==> src/rtl/seg_scan_decoder.sv <==
// seg_scan_decoder
// Receiver for a multiplexed 4-digit seven-segment scan bus. It samples the
// bus and only accepts a digit once it has been stable long enough. It then
// decodes the active-low segment pattern back to a 4-bit code, assembles a
// full frame and converts an all-BCD frame to binary.
//
// Ports:
//   clk         system clock
//   rst         asynchronous active-high reset
//   seg_sel     one-hot digit select, bit0 = units ... bit3 = thousands
//   sm          active-low segments, bit7 = a ... bit1 = g, bit0 = dp
//   clear       synchronous clear of flags, partial frame and timeout
//   digits      last committed frame {d3,d2,d1,d0}
//   score_bin   binary value of the last committed all-BCD frame
//   frame_valid one-cycle pulse following each commit
//   bcd_ok      last committed frame is all 0-9 or blank
//   sel_err     sticky: stable non-one-hot select seen
//   seg_err     sticky: stable undecodable pattern seen
//   stale       no commit within TIMEOUT cycles
module seg_scan_decoder #(
    parameter int STABLE_CYCLES = 8,
    parameter int TIMEOUT       = 1024
) (
    input  logic        clk,
    input  logic        rst,
    input  logic [3:0]  seg_sel,
    input  logic [7:0]  sm,
    input  logic        clear,
    output logic [15:0] digits,
    output logic [13:0] score_bin,
    output logic        frame_valid,
    output logic        bcd_ok,
    output logic        sel_err,
    output logic        seg_err,
    output logic        stale
);

    localparam logic [7:0]  RUN_MAX = 8'(STABLE_CYCLES);
    localparam logic [15:0] TO_MAX  = 16'(TIMEOUT);

    // Returns {decodable, code}; dp is not part of the pattern.
    function automatic logic [4:0] decode_seg(input logic [6:0] p);
        case (p)
            7'b0000001: return {1'b1, 4'h0};
            7'b1001111: return {1'b1, 4'h1};
            7'b0010010: return {1'b1, 4'h2};
            7'b0000110: return {1'b1, 4'h3};
            7'b1001100: return {1'b1, 4'h4};
            7'b0100100: return {1'b1, 4'h5};
            7'b0100000: return {1'b1, 4'h6};
            7'b0001111: return {1'b1, 4'h7};
            7'b0000000: return {1'b1, 4'h8};
            7'b0000100: return {1'b1, 4'h9};
            7'b0001000: return {1'b1, 4'hA};
            7'b1100000: return {1'b1, 4'hB};
            7'b0110001: return {1'b1, 4'hC};
            7'b1000010: return {1'b1, 4'hD};
            7'b0110000: return {1'b1, 4'hE};
            7'b1111111: return {1'b1, 4'hF};
            default:    return {1'b0, 4'h0};
        endcase
    endfunction

    // Blank (F) is accepted as a leading/filler digit.
    function automatic logic all_bcd(input logic [15:0] d);
        logic ok;
        ok = 1'b1;
        for (int i = 0; i < 4; i++) begin
            if (d[i*4 +: 4] > 4'd9 && d[i*4 +: 4] != 4'hF) ok = 1'b0;
        end
        return ok;
    endfunction

    // Horner evaluation from the thousands digit down; blank counts as 0.
    function automatic logic [13:0] to_bin(input logic [15:0] d);
        logic [13:0] acc;
        logic [3:0]  c;
        acc = '0;
        for (int i = 3; i >= 0; i--) begin
            c   = d[i*4 +: 4];
            acc = acc * 14'd10 + ((c == 4'hF) ? 14'd0 : {10'd0, c});
        end
        return acc;
    endfunction

    logic [11:0] sample_q;
    logic [7:0]  run_cnt;
    logic [3:0]  got;
    logic [15:0] to_cnt;
    logic [15:0] slot_q;

    logic [11:0] bus;
    logic        stable;
    logic        accept;
    logic [4:0]  dec;
    logic        sel_onehot;
    logic [3:0]  wr_mask;
    logic [3:0]  got_next;
    logic [15:0] frame_next;
    logic        commit;

    assign bus        = {seg_sel, sm};
    assign stable     = (bus == sample_q);
    // Fires only on the edge where the run counter reaches its saturation value.
    assign accept     = stable && (run_cnt == RUN_MAX - 8'd1);
    assign dec        = decode_seg(sample_q[7:1]);
    assign sel_onehot = $onehot(sample_q[11:8]);
    assign wr_mask    = (accept && sel_onehot && dec[4]) ? sample_q[11:8] : 4'b0000;
    assign got_next   = got | wr_mask;
    // A slot write under clear still happens, but cannot complete a frame.
    assign commit     = (got_next == 4'hF) && !clear;

    always_comb begin
        frame_next = slot_q;
        for (int i = 0; i < 4; i++) begin
            if (wr_mask[i]) frame_next[i*4 +: 4] = dec[3:0];
        end
    end

    // Digit slots hold data only; they are always qualified by got.
    always_ff @(posedge clk) begin
        slot_q <= frame_next;
    end

    always_ff @(posedge clk or posedge rst) begin
        if (rst) begin
            sample_q    <= '0;
            run_cnt     <= '0;
            got         <= '0;
            to_cnt      <= '0;
            digits      <= 16'hFFFF;
            score_bin   <= '0;
            frame_valid <= 1'b0;
            bcd_ok      <= 1'b0;
            sel_err     <= 1'b0;
            seg_err     <= 1'b0;
            stale       <= 1'b0;
        end else begin
            sample_q    <= bus;
            if (!stable) begin
                run_cnt <= 8'd1;
            end else if (run_cnt != RUN_MAX) begin
                run_cnt <= run_cnt + 8'd1;
            end
            frame_valid <= commit;

            if (clear) begin
                got     <= '0;
                to_cnt  <= '0;
                sel_err <= 1'b0;
                seg_err <= 1'b0;
                stale   <= 1'b0;
            end else begin
                if (accept && !sel_onehot)          sel_err <= 1'b1;
                if (accept && sel_onehot && !dec[4]) seg_err <= 1'b1;

                if (commit) begin
                    got    <= '0;
                    to_cnt <= '0;
                    stale  <= 1'b0;
                    digits <= frame_next;
                    bcd_ok <= all_bcd(frame_next);
                    if (all_bcd(frame_next)) score_bin <= to_bin(frame_next);
                end else if (to_cnt == TO_MAX - 16'd1) begin
                    // Expiry happens once; the saturated counter does not re-discard later progress.
                    stale  <= 1'b1;
                    got    <= '0;
                    to_cnt <= TO_MAX;
                end else begin
                    got <= got_next;
                    if (to_cnt != TO_MAX) to_cnt <= to_cnt + 16'd1;
                end
            end
        end
    end

endmodule

==> config.mk <==
export PLATFORM = sky130hd
export DESIGN_NAME = seg_scan_decoder
export DESIGN_NICKNAME = d
export VERILOG_FILES = /design/src/rtl/seg_scan_decoder.sv
export SDC_FILE = /design/constraint.sdc
export NUM_CORES = 1
export LEC_CHECK = 0
export ABC_AREA = 1
export CAP_MARGIN = 30
export CORE_UTILIZATION = 59
export DETAILED_ROUTE_END_ITERATION = 8
export GPL_ROUTABILITY_DRIVEN = 0
export PLACE_DENSITY = 0.81
export SYNTH_ARGS = -nofsm -noshare
export SYNTH_HDL_FRONTEND = slang
export SYNTH_SLANG_ARGS = --single-unit
==> constraint.sdc <==
create_clock -name clk -period 8.8 [get_ports clk]
set_input_delay 2.2 -clock clk [delete_from_list [all_inputs] [get_ports clk]]
set_output_delay 2.2 -clock clk [all_outputs]
set_load 0.05 [all_outputs]
Yosys cells after proc, flatten, opt, wreduce, memory -nomap -nowiden

Cells that the tools add are included.

$add $sub $neg: 8
Multipliers: 3
$lt $le $gt $ge: 4
Equality and inequality tests: 31
Multiplexer cells: 32
Bitwise gates (word level): 2
Reductions and logical operators: 20

Operators by type and width:

| kind                                                     | number |
|---|---|
| one-hot mux 5 bit (16 select lines)                      | 1 |
| two-way mux 16 bit                                       | 4 |
| two-way mux 4 bit                                        | 12 |
| equality test 7 bit (second input constant)              | 5 |
| equality test 7 x 6 -> 1 bit (second input constant)     | 4 |
| equality test 4 bit (second input constant)              | 5 |
| adder 16 x 1 -> 16 bit (second input constant)           | 1 |
| equality test 16 x 10 -> 1 bit (second input constant)   | 1 |
| > comparator 4 bit (second input constant)               | 4 |
| two-way mux 8 bit                                        | 2 |
| inequality test 16 x 11 -> 1 bit (second input constant) | 1 |
| inequality test 4 bit (second input constant)            | 4 |
| adder 13 x 4 -> 14 bit                                   | 1 |
| adder 14 x 4 -> 14 bit                                   | 1 |
| equality test 7 x 3 -> 1 bit (second input constant)     | 2 |
| equality test 7 x 4 -> 1 bit (second input constant)     | 2 |
| multiplier 14 x 3 -> 13 bit (second input constant)      | 1 |
| two-way mux 1 bit                                        | 13 |
| equality test 12 bit                                     | 1 |
| multiplier 9 x 3 -> 12 bit (second input constant)       | 1 |
| logical AND 1 bit                                        | 10 |
| adder 8 x 4 -> 9 bit                                     | 1 |
| adder 8 x 1 -> 8 bit (second input constant)             | 1 |
| equality test 8 x 3 -> 1 bit (second input constant)     | 1 |
| 17 further kinds                                         | 21 |

Register bits: 91
Bits of input ports: 15
Output and inout port bits: 35
Logic and storage cells: 112

Longest topological paths before layout

Depth after elaboration: 16
Gate-level depth with buffers: 57
Mapped depth without buffers: 55

Worst setup path before layout

Ideal clock, no wire load.

Path kind: input -> register
Start point: in sm[2]
End point: reg score_bin[13]
Setup time: 0.118 ns
Arrival: 8.187 ns
Data required time: 8.682 ns
Slack: 0.495 ns
Stages on the path: 45
Path buffers: 0
Cell sequence: inv_1 nand2_1 nand2_1 nor2_1 nand2_1 nor2_1 nand3_1 nor2_1 nand3_2 nand2_1 nand2_1 nand2_1 nor2_4 nor2_1 ha_1 ha_1 inv_1 fa_1 (+9 left out) inv_1 ha_1 ha_1 inv_1 o21bai_1 nor2_1 nand2_1 nand2_1 nand2_1 a21oi_1 xnor2_1 xnor2_1 nand3b_1 nand2_1 inv_1 nand2_1 nand3_1 nand2_1

Elaborated cells between the ends (all ways): 45
Classes of those cells: add/sub: 3; mul: 3; order compare: 4; eq/ne: 10; mux: 15; bitwise: 1; reduce/logical: 9

RTL lines:

| item                             | RTL line | text |
|---|---|---|
| start: declaration               | 27       | `input logic [7:0] sm,` |
| equality test 12 bit *           | 103      | `assign stable = (bus == sample_q);` |
| logical AND 1 bit *              | 105      | `assign accept = stable && (run_cnt == RUN_MAX - 8'd1);` |
| logical AND 1 bit * (2 in a row) | 108      | `assign wr_mask = (accept && sel_onehot && dec[4]) ? sample_q[11:8] : 4'b0000;` |
| two-way mux 4 bit *              | 108      |  |
| two-way mux 4 bit *              | 116      | `if (wr_mask[i]) frame_next[i*4 +: 4] = dec[3:0];` |
| via frame_next[13]               | 99       | `logic [15:0] frame_next;` |
| equality test 4 bit              | 81       | `acc = acc * 14'd10 + ((c == 4'hF) ? 14'd0 : {10'd0, c});` |
| two-way mux 4 bit                | 81       |  |
| multiplier 4 x 3 -> 7 bit        | 81       |  |
| adder 8 x 4 -> 9 bit             | 81       |  |
| multiplier 9 x 3 -> 12 bit       | 81       |  |
| adder 13 x 4 -> 14 bit           | 81       |  |
| multiplier 14 x 3 -> 13 bit      | 81       |  |
| adder 14 x 4 -> 14 bit           | 81       |  |
| end signal: assignment           | 163      | `if (all_bcd(frame_next)) score_bin <= to_bin(frame_next);` |
| end: declaration                 | 30       | `output logic [13:0] score_bin,` |

Mark *: on every way through the listed nets, which the timed path passes. The rest lies on a longest branch. The select of a mux whose other input is x is not followed.
A chain may end at the register's enable or synchronous reset.

Worst setup path after layout

Start point: in sm[4]
End point: reg score_bin[13]

Word-level cells in the longest chain between the ends: 15
Elaborated cells between the ends (all ways): 45
Classes of those cells: add/sub: 3; mul: 3; order compare: 4; eq/ne: 10; mux: 15; bitwise: 1; reduce/logical: 9

RTL lines:

| item                                                                            | RTL line |
|---|---|
| equality test 12 bit *                                                          | 103 |
| logical AND 1 bit *                                                             | 105 |
| logical AND 1 bit * (2 in a row)                                                | 108 |
| two-way mux 4 bit *                                                             | 108 |
| parallel branches: the longest is 10 deep, another holds adder 13 x 4 -> 14 bit | -- |

Every way passes the cells marked *. The select of a mux whose other input is x is not followed.

==> run_results.csv <==
group,metric,value,unit
sta,max_clock_freq,117,MHz
layout,n_antenna_cell,0,
worst_setup_path,crit_path_frequent_cell,"nand2_1",
status,status,"complete, no violations",
worst_setup_path,startpoint_type,"input port",
synthesis,avgSynthCellArea,7.45,um^2
cts,clkTransAtPathRegs,0.09,ns
layout,n_fill_cell,731,
global_routing,grt_pass1_wl,24400,um
detailed_routing,dr.first_iter.drc_count,336,
place,preCtsSetupSlack,-0.650,ns
sta,fin_tns_setup,0,ns
detailed_routing,routed_wl,15200,um
synthesis,ys_seq_elements,91,
layout,fin_nets,1040,
layout,final_util,0.766,
floorplan,die_h,105,um
global_routing,gr-total-overflow,0,
layout,final_area,7910,um^2
sta,slew_violations,0,
floorplan,dieArea,11100,um^2
cts,clock_latency,0.37,ns
worst_setup_path,path_delay_family,"simple AND/OR/NAND/NOR gates",
place,portBuffers,49,
synthesis,ys_warn_count,0,
cts,holdBufCountCts,0,
synthesis,synth_cells,843,
power,p_per_area,99.1,nW/um^2
sta,relSlewSlack,0.558,
power,ir_worst_vdd,67.4,uV
sta,worst_slew_pin_slew,0.657,ns
cts,clock-sinks,91,
detailed_routing,routedWlPerCell,13.8,um
worst_hold_path,hold_start,"digits[0]",
worst_setup_path,max_stage_delay,0.37,ns
floorplan,fp-row-count,37,
job,drv_cap,0,
floorplan,coreArea,10300,um^2
detailed_routing,drc,0,
cts,cts_tree,"yes",
cts,cts_buffers,9,
worst_setup_path,cp-end-kind,"register",
synthesis,syn-num-nets,917,
detailed_routing,avgViaCountPerCell,5.23,
global_routing,grt_max_degree,76,
worst_setup_path,required,9.07,ns
cts,htreeDepth,3,
place,dp_hpwl,10700,um
worst_setup_path,rr_startpoint,"sample_q[11]",
worst_setup_path,crit_slowest_cell,"fa_2",
sta,finClkSkew,0.00886,ns
global_routing,antenna_found_initial,0,
sta,final-setup-viol-count,0,
worst_hold_path,holdCritPathClass,"reg -> reg",
place,dpl_cell_area,7340,um^2
worst_setup_path,arrival,8.79,ns
layout,area_growth,26.0,%
global_routing,grt_pass1_vias,5714,
power,power_leakage,4.09,nW
sta,period_minus_slack,8.52,ns
sta,fin_ws,0.280,ns
synthesis,synth-seq-area-share,0.353,
cts,clock_path_buffers,2,
synthesis,synth_cell_types,42,
floorplan,die_width,105,um
global_routing,track_usage,0.272,
cts,root_buffer,"clkbuf_8",
detailed_routing,drtAntennaViolNets,0,
sta,hold_viol,0,
sta,fin_crit_sh,0.968,
synthesis,synthesis.area,6280,um^2
detailed_routing,first_pass_iters,5,
floorplan,start_util,0.608,
layout,final_layout_size_suffix_gt1_frac,0.224,
worst_setup_path,crit_start,"sm[4]",
worst_setup_path,critical_path.max_fanout,7,
floorplan,io_pins,50,
worst_setup_path,cp_num_buf_inv,7,
detailed_routing,via_count,5785,
worst_setup_path,criticalPathCategory,"in -> reg",
[tightest hold or removal path, stage by stage (launching register included)]
cell and delay (ns):
dfstp_2 0.38, nand2_1 0.05, nand2_1 0.05
[report_power, final]
part           leakage (nW)  internal (W)  total [W]  switching (W)
combinational          2.90     0.0000165  0.0000467      0.0000302
sequential             1.08      0.000421   0.000427     0.00000602
clock                0.0996      0.000159   0.000310       0.000151
total                  4.09      0.000597   0.000784       0.000187
[timing repair]
item,4_1_cts,5_1_grt
setup endpoints to repair,2,5
pin swaps,11,42
buffers inserted,2,8
gates resized for setup,18,60
hold endpoints to repair,0,0
[final timing paths]
| path | endpoint | depth (start not counted) | slack [ns] |
|---|---|---|---|
| worst min register to register | digits[0] | 2 | 0.47 |
| max in group asynchronous | digits[15] | 4 | 5.97 |
| worst max register to register | score_bin[13] | 50 | 0.65 |
| worst min-delay path | digits[0] | 2 | 0.47 |
| worst max-delay path | score_bin[13] | 49 | 0.28 |
| min in group asynchronous | frame_valid | 3 | 2.21 |
[layer usage]
| layer | GRT usage | wire length (um) | up-vias |
|---|---|---|---|
| met4 | 0.0936 | 303 | 0 |
| met5 | 0 | 0 | - |
| met1 | 0.331 | 6430 | 2717 |
| met3 | 0.0349 | 551 | 34 |
| li1 | - | - | 2878 |
| met2 | 0.494 | 7940 | 156 |
[registers in the layout, indices dropped and copies added, names as in the netlist]
register and count:
sample_q 12, stale 1, slot_q 16, got 4, digits 16, seg_err 1
bcd_ok 1, frame_valid 1, run_cnt 8, score_bin 14, sel_err 1, to_cnt 16
[cell usage in the layout, fill, tap and decap left out, types with 4 or more instances in the layout]
cell	netlist	routed
nor4_1	5	5
nor3_1	14	10
ha_1	52	43
dfxtp_1	16	16
o21ai_1	6	7
nor2_4	6	9
xor2_1	24	21
dlymetal6s2s_1	0	7
buf_4	2	71
nand2_2	12	15
dfstp_2	16	16
xnor2_1	18	16
nand4_1	11	11
nand3_1	41	36
inv_1	128	124
clkbuf_2	0	5
clkdlybuf4s50_1	0	37
nor2_1	109	96
fa_1	7	4
ha_4	0	7
a21oi_1	27	24
nand3_2	2	6
dfrtp_1	59	59
or2_2	8	8
nor3b_1	5	5
nor3_2	1	5
o21a_1	4	4
clkbuf_8	0	9
o21ai_2	4	6
nor2_2	5	15
inv_2	16	20
o21ai_0	24	21
nand2_1	196	193
[logic make-up after synthesis]
kind of cell | share of synthesized area
buffers and inverters | 0.0953
AO/OA/AOI/OAI | 0.0668
XOR/XNOR | 0.0586
flip-flops | 0.353
adder cells (fa/ha/maj) | 0.126
AND/OR/NAND/NOR | 0.300
[Yosys cell counts, drive strengths merged]
library cell | count | area [um^2]
a311oi | 1 | 8.76
clkbuf | 4 | 15.0
xor2 | 24 | 210
nor2 | 120 | 508
dfxtp | 16 | 320
buf | 5 | 42.5
nor3b | 5 | 37.5
o21ai | 34 | 185
inv | 144 | 541
ha | 52 | 651
nand2b | 1 | 6.26
nor4 | 5 | 31.3
nand3b | 2 | 15.0
nand2 | 211 | 845
nand3 | 43 | 225
and2 | 2 | 12.5
xnor2 | 18 | 158
a31oi | 2 | 12.5
o211ai | 1 | 7.51
fa | 7 | 140
o21a | 6 | 47.6
nand4 | 11 | 68.8
o31ai | 1 | 7.51
a21oi | 27 | 135
nor3 | 15 | 80.1
and3 | 1 | 6.26
dfrtp | 59 | 1480
o21bai | 2 | 15.0
or2 | 8 | 50.1
dfstp | 16 | 420
[area by class of cell]
type	count	area [um^2]	share of cell area
Multi-Input combinational cell	599	3730	0.472
Clock inverter	4	76.3	0.00965
Sequential cell	91	2220	0.280
Clock buffer	11	131	0.0166
Inverter	144	541	0.0683
Tap cell	136	170	0.0215
Timing Repair Buffer	121	1040	0.132
[stage by stage]
step                total power, W  hold WS [ns]  std cells
floorplan                 0.000463         0.437        843
global placement          0.000478         0.448       1080
detailed placement        0.000480         0.458       1080
CTS                       0.000786         0.472       1097
global route              0.000810         0.494       1106
finish                    0.000784         0.470       1106
Note: power is estimated with default switching activity, not from simulation.
